**config.mk**
```make
export PLATFORM = sky130hd
export DESIGN_NAME = counter_sync_updown_mod_flat
export DESIGN_NICKNAME = d
export VERILOG_FILES = /design/src/rtl/counter_sync_updown_mod_if.sv /design/src/rtl/counter_sync_updown_mod.sv /design/src/flat_wrapper.sv
export SDC_FILE = /design/constraint.sdc
export NUM_CORES = 1
export LEC_CHECK = 0
export ABC_AREA = 1
export CORE_AREA = 2 2 39 41
export CTS_CLUSTER_SIZE = 10
export DETAILED_ROUTE_END_ITERATION = 16
export DIE_AREA = 0 0 41 43
export GPL_TIMING_DRIVEN = 0
export PLACE_DENSITY = 0.6
export SLEW_MARGIN = 20
export SYNTH_ARGS = -nofsm -noshare
export SYNTH_HDL_FRONTEND = slang
export SYNTH_SLANG_ARGS = --single-unit
```
**constraint.sdc**
```tcl
create_clock -name Clk -period 2.1 [get_ports Clk]
set_input_delay 0.525 -clock Clk [delete_from_list [all_inputs] [get_ports Clk]]
set_output_delay 0.525 -clock Clk [all_outputs]
set_load 0.01 [all_outputs]
```
**src/rtl/counter_sync_updown_mod_if.sv**
```systemverilog
// Control/status bundle for counter_sync_updown_mod: step/load controls in, count/Tc/Ovf out.
// Handshake: no valid/ready pair; En qualifies one step per Clk edge, Load qualifies LoadVal on that edge.
interface counter_sync_updown_mod_if #(
  parameter int WIDTH = 4
);
  logic             En;
  logic             Up;
  logic             Load;
  logic [WIDTH-1:0] LoadVal;
  logic [WIDTH-1:0] count;
  logic             Tc;
  logic             Ovf;

  modport master (
    output En, Up, Load, LoadVal,
    input  count, Tc, Ovf
  );

  modport slave (
    input  En, Up, Load, LoadVal,
    output count, Tc, Ovf
  );
endinterface

```
**src/rtl/counter_sync_updown_mod.sv**
```systemverilog
// Synchronous up/down modulo-MODULUS counter with clamped load, wrap or saturate boundaries,
// combinational terminal count for cascading and a sticky overflow/underflow flag.
module counter_sync_updown_mod #(
  parameter int WIDTH    = 4,
  parameter int MODULUS  = 16,
  parameter bit SATURATE = 1'b0
) (
  input  logic                     Clk,
  input  logic                     Clr,
  counter_sync_updown_mod_if.slave bus
);

  if (WIDTH < 2 || WIDTH > 16) begin : g_bad_width
    $error("counter_sync_updown_mod: WIDTH %0d outside 2..16", WIDTH);
  end
  if (MODULUS < 2 || MODULUS > (1 << WIDTH)) begin : g_bad_modulus
    $error("counter_sync_updown_mod: MODULUS %0d outside 2..2**WIDTH", MODULUS);
  end
  if ($bits(bus.count) != WIDTH) begin : g_bad_if_width
    $error("counter_sync_updown_mod: interface WIDTH does not match counter WIDTH");
  end

  localparam logic [WIDTH-1:0] CNT_MAX  = WIDTH'(MODULUS - 1);
  localparam logic [WIDTH-1:0] CNT_ZERO = '0;
  localparam logic [WIDTH-1:0] CNT_ONE  = WIDTH'(1);

  logic [WIDTH-1:0] count_q;
  logic [WIDTH-1:0] count_d;
  logic             ovf_q;
  logic             ovf_d;
  logic [WIDTH-1:0] load_val;
  logic             at_top;
  logic             at_bot;

  // A full binary modulus cannot see an out-of-range load, so the clamp compare is omitted there.
  if (MODULUS == (1 << WIDTH)) begin : g_no_clamp
    assign load_val = bus.LoadVal;
  end else begin : g_clamp
    assign load_val = (bus.LoadVal > CNT_MAX) ? CNT_MAX : bus.LoadVal;
  end

  assign at_top = (count_q == CNT_MAX);
  assign at_bot = (count_q == CNT_ZERO);

  always_comb begin
    count_d = count_q;
    ovf_d   = ovf_q;
    if (bus.Load) begin
      count_d = load_val;
      ovf_d   = 1'b0;
    end else if (bus.En) begin
      if (bus.Up) begin
        if (at_top) begin
          ovf_d   = 1'b1;
          count_d = SATURATE ? count_q : CNT_ZERO;
        end else begin
          count_d = count_q + CNT_ONE;
        end
      end else begin
        if (at_bot) begin
          ovf_d   = 1'b1;
          count_d = SATURATE ? count_q : CNT_MAX;
        end else begin
          count_d = count_q - CNT_ONE;
        end
      end
    end
  end

  always_ff @(posedge Clk) begin
    if (Clr) begin
      count_q <= CNT_ZERO;
      ovf_q   <= 1'b0;
    end else begin
      count_q <= count_d;
      ovf_q   <= ovf_d;
    end
  end

  // Tc deliberately ignores Load so a cascade sees the boundary from En/Up/count alone.
  assign bus.Tc    = bus.En & ((bus.Up & at_top) | (~bus.Up & at_bot));
  assign bus.count = count_q;
  assign bus.Ovf   = ovf_q;

endmodule

```
**src/flat_wrapper.sv**
```systemverilog
// flat-port wrapper written by rule: the top's interface ports become plain ports
module counter_sync_updown_mod_flat 
#(
  parameter int WIDTH    = 4,
  parameter int MODULUS  = 16,
  parameter bit SATURATE = 1'b0
)
  (Clk, Clr, bus_En, bus_Up, bus_Load, bus_LoadVal, bus_count, bus_Tc, bus_Ovf);
  counter_sync_updown_mod_if #(.WIDTH(WIDTH)) bus_i ();
  input  logic Clk;
  input  logic Clr;
  input wire logic [$bits(bus_i.En)-1:0] bus_En;
  input wire logic [$bits(bus_i.Up)-1:0] bus_Up;
  input wire logic [$bits(bus_i.Load)-1:0] bus_Load;
  input wire logic [$bits(bus_i.LoadVal)-1:0] bus_LoadVal;
  output wire logic [$bits(bus_i.count)-1:0] bus_count;
  output wire logic [$bits(bus_i.Tc)-1:0] bus_Tc;
  output wire logic [$bits(bus_i.Ovf)-1:0] bus_Ovf;
  assign bus_i.En = bus_En;
  assign bus_i.Up = bus_Up;
  assign bus_i.Load = bus_Load;
  assign bus_i.LoadVal = bus_LoadVal;
  assign bus_count = bus_i.count;
  assign bus_Tc = bus_i.Tc;
  assign bus_Ovf = bus_i.Ovf;
  counter_sync_updown_mod #(.WIDTH(WIDTH), .MODULUS(MODULUS), .SATURATE(SATURATE)) u_core (.Clk(Clk), .Clr(Clr), .bus(bus_i));
endmodule
```
Word-level counts from Yosys, hierarchy flattened --
Cells that the tools add are included.
Storage, ports and cells: register bits after elaboration 5, input bits 9, output and inout bits 6, logic and storage cells 24
Operators by class: $add $sub $neg 2, eq/ne operators 2, multiplexer cells 8, bitwise logic cells 5, reduce and logical (&&, ||, !) cells 5
Operators by type and width (count):
- $mux 4 | 5
- $add 4x1->4 const B | 1
- $eq 4x4->1 const B | 1
- $logic_not 4->1 | 1
- $reduce_bool 2->1 | 2
- $sub 4x1->4 const B | 1
- $and 1x1->1 | 3
- $mux 1 | 3
- $reduce_and 3->1 | 1
- $ne 2x1->1 const B | 1
- $reduce_or 2->1 | 1
- $not 1->1 | 1
- $or 1x1->1 | 1

Depth between registers and ports, before layout --
word-level depth 5, gate-level depth with buffers 8, mapped depth without buffers 8

Worst setup path before layout --
OpenSTA, ideal clock, no wires.
path kind reg2out, start point register u_core.count_q[1] (netlist: u_core.bus.count[1]), end point output port bus_Tc, data arrival time 1.073 ns, required time 1.575 ns, setup slack 0.502 ns, stages on the path, launching flop included 4, buffers on the path 0, path through dfxtp_1 ha_1 nand4_2 a21oi_2
On the way: word-level cells in the longest chain between the ends 4, elaborated cells on any way between the ends 6, classes of those cells 1 x eq/ne; 4 x bitwise; 1 x reduce/logical
RTL lines:
- from (decl) | RTL line counter_sync_updown_mod.sv:27 | logic [WIDTH-1:0] count_q;
- from (signal assigned) | RTL line counter_sync_updown_mod.sv:75 | count_q <= count_d;
- $eq 4x4->1 or $logic_not 4->1 (tied branches) | RTL line counter_sync_updown_mod.sv:42, counter_sync_updown_mod.sv:43
- $and 1x1->1 | RTL line counter_sync_updown_mod.sv:81 | assign bus.Tc = bus.En & ((bus.Up & at_top) | (~bus.Up & at_bot));
- $or 1x1->1 (*) | RTL line counter_sync_updown_mod.sv:81
- $and 1x1->1 (*) | RTL line counter_sync_updown_mod.sv:81
- to (decl) | RTL line flat_wrapper.sv:17 | output wire logic [$bits(bus_i.Tc)-1:0] bus_Tc;
Mark *: on every way between the ends. The rest lies on a longest branch, timed or not.

Worst setup path after layout --
start point input port bus_Up, end point output port bus_Tc
On the way: word-level cells in the longest chain between the ends 4, elaborated cells on any way between the ends 5, classes of those cells 5 x bitwise
RTL lines:
- from (decl) | RTL line flat_wrapper.sv:13 | input wire logic [$bits(bus_i.Up)-1:0] bus_Up;
- $not 1->1 | RTL line counter_sync_updown_mod.sv:81
- $and 1x1->1 | RTL line counter_sync_updown_mod.sv:81
- $or 1x1->1 (*) | RTL line counter_sync_updown_mod.sv:81
- $and 1x1->1 (*) | RTL line counter_sync_updown_mod.sv:81
Marks and branches as above.

==> results.yml <==
placed_design:
  gp_congestion: 0.7448
  hpwl_um: 690.6
  placed_cell_area_sq_um: 538.0
  port-buffer-count: 14
  place_inst: 84
cells_and_area:
  fin_util: 0.4087
  drive_gt1_frac: 0.1667
  area_growth_pct: 49.67
  stdcell_count: 88
  final_area_sq_um: 565.5
  layout_common_cells: "14 x nand2_1, 12 x clkdlybuf4s50_1, 6 x nand3_1"
  antenna_cells: 0
  nNetsFinal: 84
  final_common_cell: "nand2_1"
critical_path:
  r2r-start: "u_core.bus.count[0]"
  crit_required_ns: 1.57
  start_kind: "input pin"
  critPathSlowestCell: "dlygate4sd2_1"
  end_kind: "output port"
  slowest_delay_ns: 0.30
  path_cells: "dlygate4sd2_1 > inv_2 > nand4_1 > a21oi_2 > clkdlybuf4s15_1"
  critPathKind: "in -> out"
  critPathArrivalTime_ns: 1.49
  startpoint: "bus_Up"
  critPathMaxFanout: 5
synth:
  ys_types: 18
  syn_area_per_cell_sq_um: 6.997
  synthTopCellsByArea: "dfxtp_1 26%, nand2_1 14%, nand3_1 7.9%"
  ys_warn_count: 0
  synthCells: 54
  syn_nets: 65
  syn_area_sq_um: 377.9
  synth_top_cell_area_share: 0.2649
  ys_ff_latch: 5
  netlist.top_cell.by_area: "dfxtp_1"
  ys_seq_area_frac: 0.2649
power:
  power_mw: 0.3168
  peakVddDrop_mv: 0.2819
  p_sw_frac: 0.2957
  power_frac_seq: 0.358
  switchingPower_mw: 0.09367
  p_clk_frac: 0.353
  p_per_area_nw_per_um2: 560.1
  p_int_mw: 0.2231
  p_comb_frac: 0.290
  leakagePower_nw: 0.2419
hold_path:
  hp-class: "reg -> reg"
  hp-start: "u_core.bus.Ovf"
status:
  status: "completed"
die:
  io_pins: 15
  die_w_um: 41
  std_cell_rows: 14
  core_region_area_sq_um: 1384
  die-area_sq_um: 1763
  start_util: 0.2731
  die_y_um: 43
clock_tree:
  clock_path_buffers: 2
  cts_buffers: 3
  clk_pin_slew_worst_paths_ns: 0.04
  h-tree-depth: 1
  cts-root-buf: "clkbuf_4"
  cts.sinks: 5
  post_cts_buffers: 0
  worstSkewPairLatency_ns: 0.25
  cts_tree: "yes"
detailed_routing:
  post_drt_wl_per_cell_um: 10.09
  ant_nets: 0
  avgViaCountPerCell: 4.705
  drt-initial-drc-count: 6
  routed_wl_um: 888
  firstDrtPassIters: 2
  num_vias: 414
  remaining_drc_errors: 0
global_routing:
  grt-ovfl-total: 0
  grt_pass1_wl_um: 1380
  grt.total_usage: 0.1195
  grt_pass1_vias: 340
  antenna_found_initial: 0
  grt_max_degree: 9
sta:
  setup-tns-final_ns: 0
  fin_crit_sh: 0.9580
  worst_slew_pin_slew_ns: 0.3040
  max-slew-margin-rel: 0.7971
  setup_viol: 0
  layout_min_cycle_time_ns: 2.012
  hold_viol: 0
  maxSlewViolCount: 0
  fin_skew_ns: 0.004636
  clock.fmax_mhz: 497.1
  rsz0062_at_grt: "no"
job:
  cap_violations: 0
-- what timing repair did --
| item | CTS | global route |
|---|---|---|
| endpoints found under the setup margin | 1 | 1 |
| hold buffers | 0 | 0 |
| resized for setup | 3 | 2 |
-- registers in the layout, indices dropped and copies added, names as in the netlist --
register,flops
u_core.bus.count,4
u_core.bus.Ovf,1
-- power by group through the flow --
stage / Combinational, mW / Sequential, mW / Clock (mW)
after detailed placement: 0.0930 / 0.114 / 0
after global routing: 0.101 / 0.115 / 0.125
after global placement: 0.0925 / 0.114 / 0
after CTS: 0.0920 / 0.113 / 0.117
after floorplan: 0.0490 / 0.115 / 0
final: 0.0917 / 0.113 / 0.112
-- Yosys cell counts --
library cell / n
nand4_2: 1
a31oi_1: 1
xnor2_1: 1
nand2_1: 14
dfxtp_1: 5
buf_6: 1
inv_2: 2
xor2_1: 1
nor2_1: 3
a21oi_2: 1
nand4_1: 2
nor2_4: 1
ha_1: 2
a21oi_1: 4
inv_1: 5
a22oi_1: 3
nor3_2: 1
nand3_1: 6
-- cells by family after synthesis --
logic type               count (synthesis)  share of synthesized area
adder cells (fa/ha/maj)                  2                    0.06621
buffers and inverters                    8                    0.09935
AND/OR/NAND/NOR                         28                     0.3708
XOR/XNOR                                 2                    0.04637
flip-flops                               5                     0.2649
AO/OA/AOI/OAI                            9                     0.1523
-- metal layers --
| layer | GRT usage | part of all wire |
|---|---|---|
| met4 | 0.04000 | 0 |
| met3 | 0.07853 | 0.056 |
| met1 | 0.1576 | 0.50 |
| met2 | 0.1531 | 0.45 |
| met5 | 0 | 0 |
-- worst max-delay path, delay by kind of cell --
kind | cells | cell delay, ns
AO/OA/AOI/OAI | 1 | 0.18
buffers and inverters | 3 | 0.64
AND/OR/NAND/NOR | 1 | 0.14
-- worst paths after layout --
path,end,slack (ns),depth (start not counted)
worst max-delay path,bus_Tc,0.09,5
worst min-delay path,u_core.bus.Ovf,0.49,2
worst max register to register,u_core.bus.count[3],0.81,8
worst min register to register,u_core.bus.Ovf,0.49,2
-- per-stage QoR --
stage | hold WS [ns] | worst slack (ns)
after floorplan | 0.5332 | 0.5021
after global placement | 0.4922 | -0.4658
after detailed placement | 0.4871 | -0.4595
after CTS | 0.4998 | 0.01408
after global routing | 0.5530 | 0.003122
final | 0.4910 | 0.08814
-- layout make-up --
class	count	area, sq um
buffer	1	11.26
sequential	5	102.6
inverter	7	26.28
clock buffer	4	26.28
tap	16	20.02
fill	148	818.3
multi-input combinational	41	240.2
timing repair buffer	14	138.9
(Power assumes the default switching activity.)
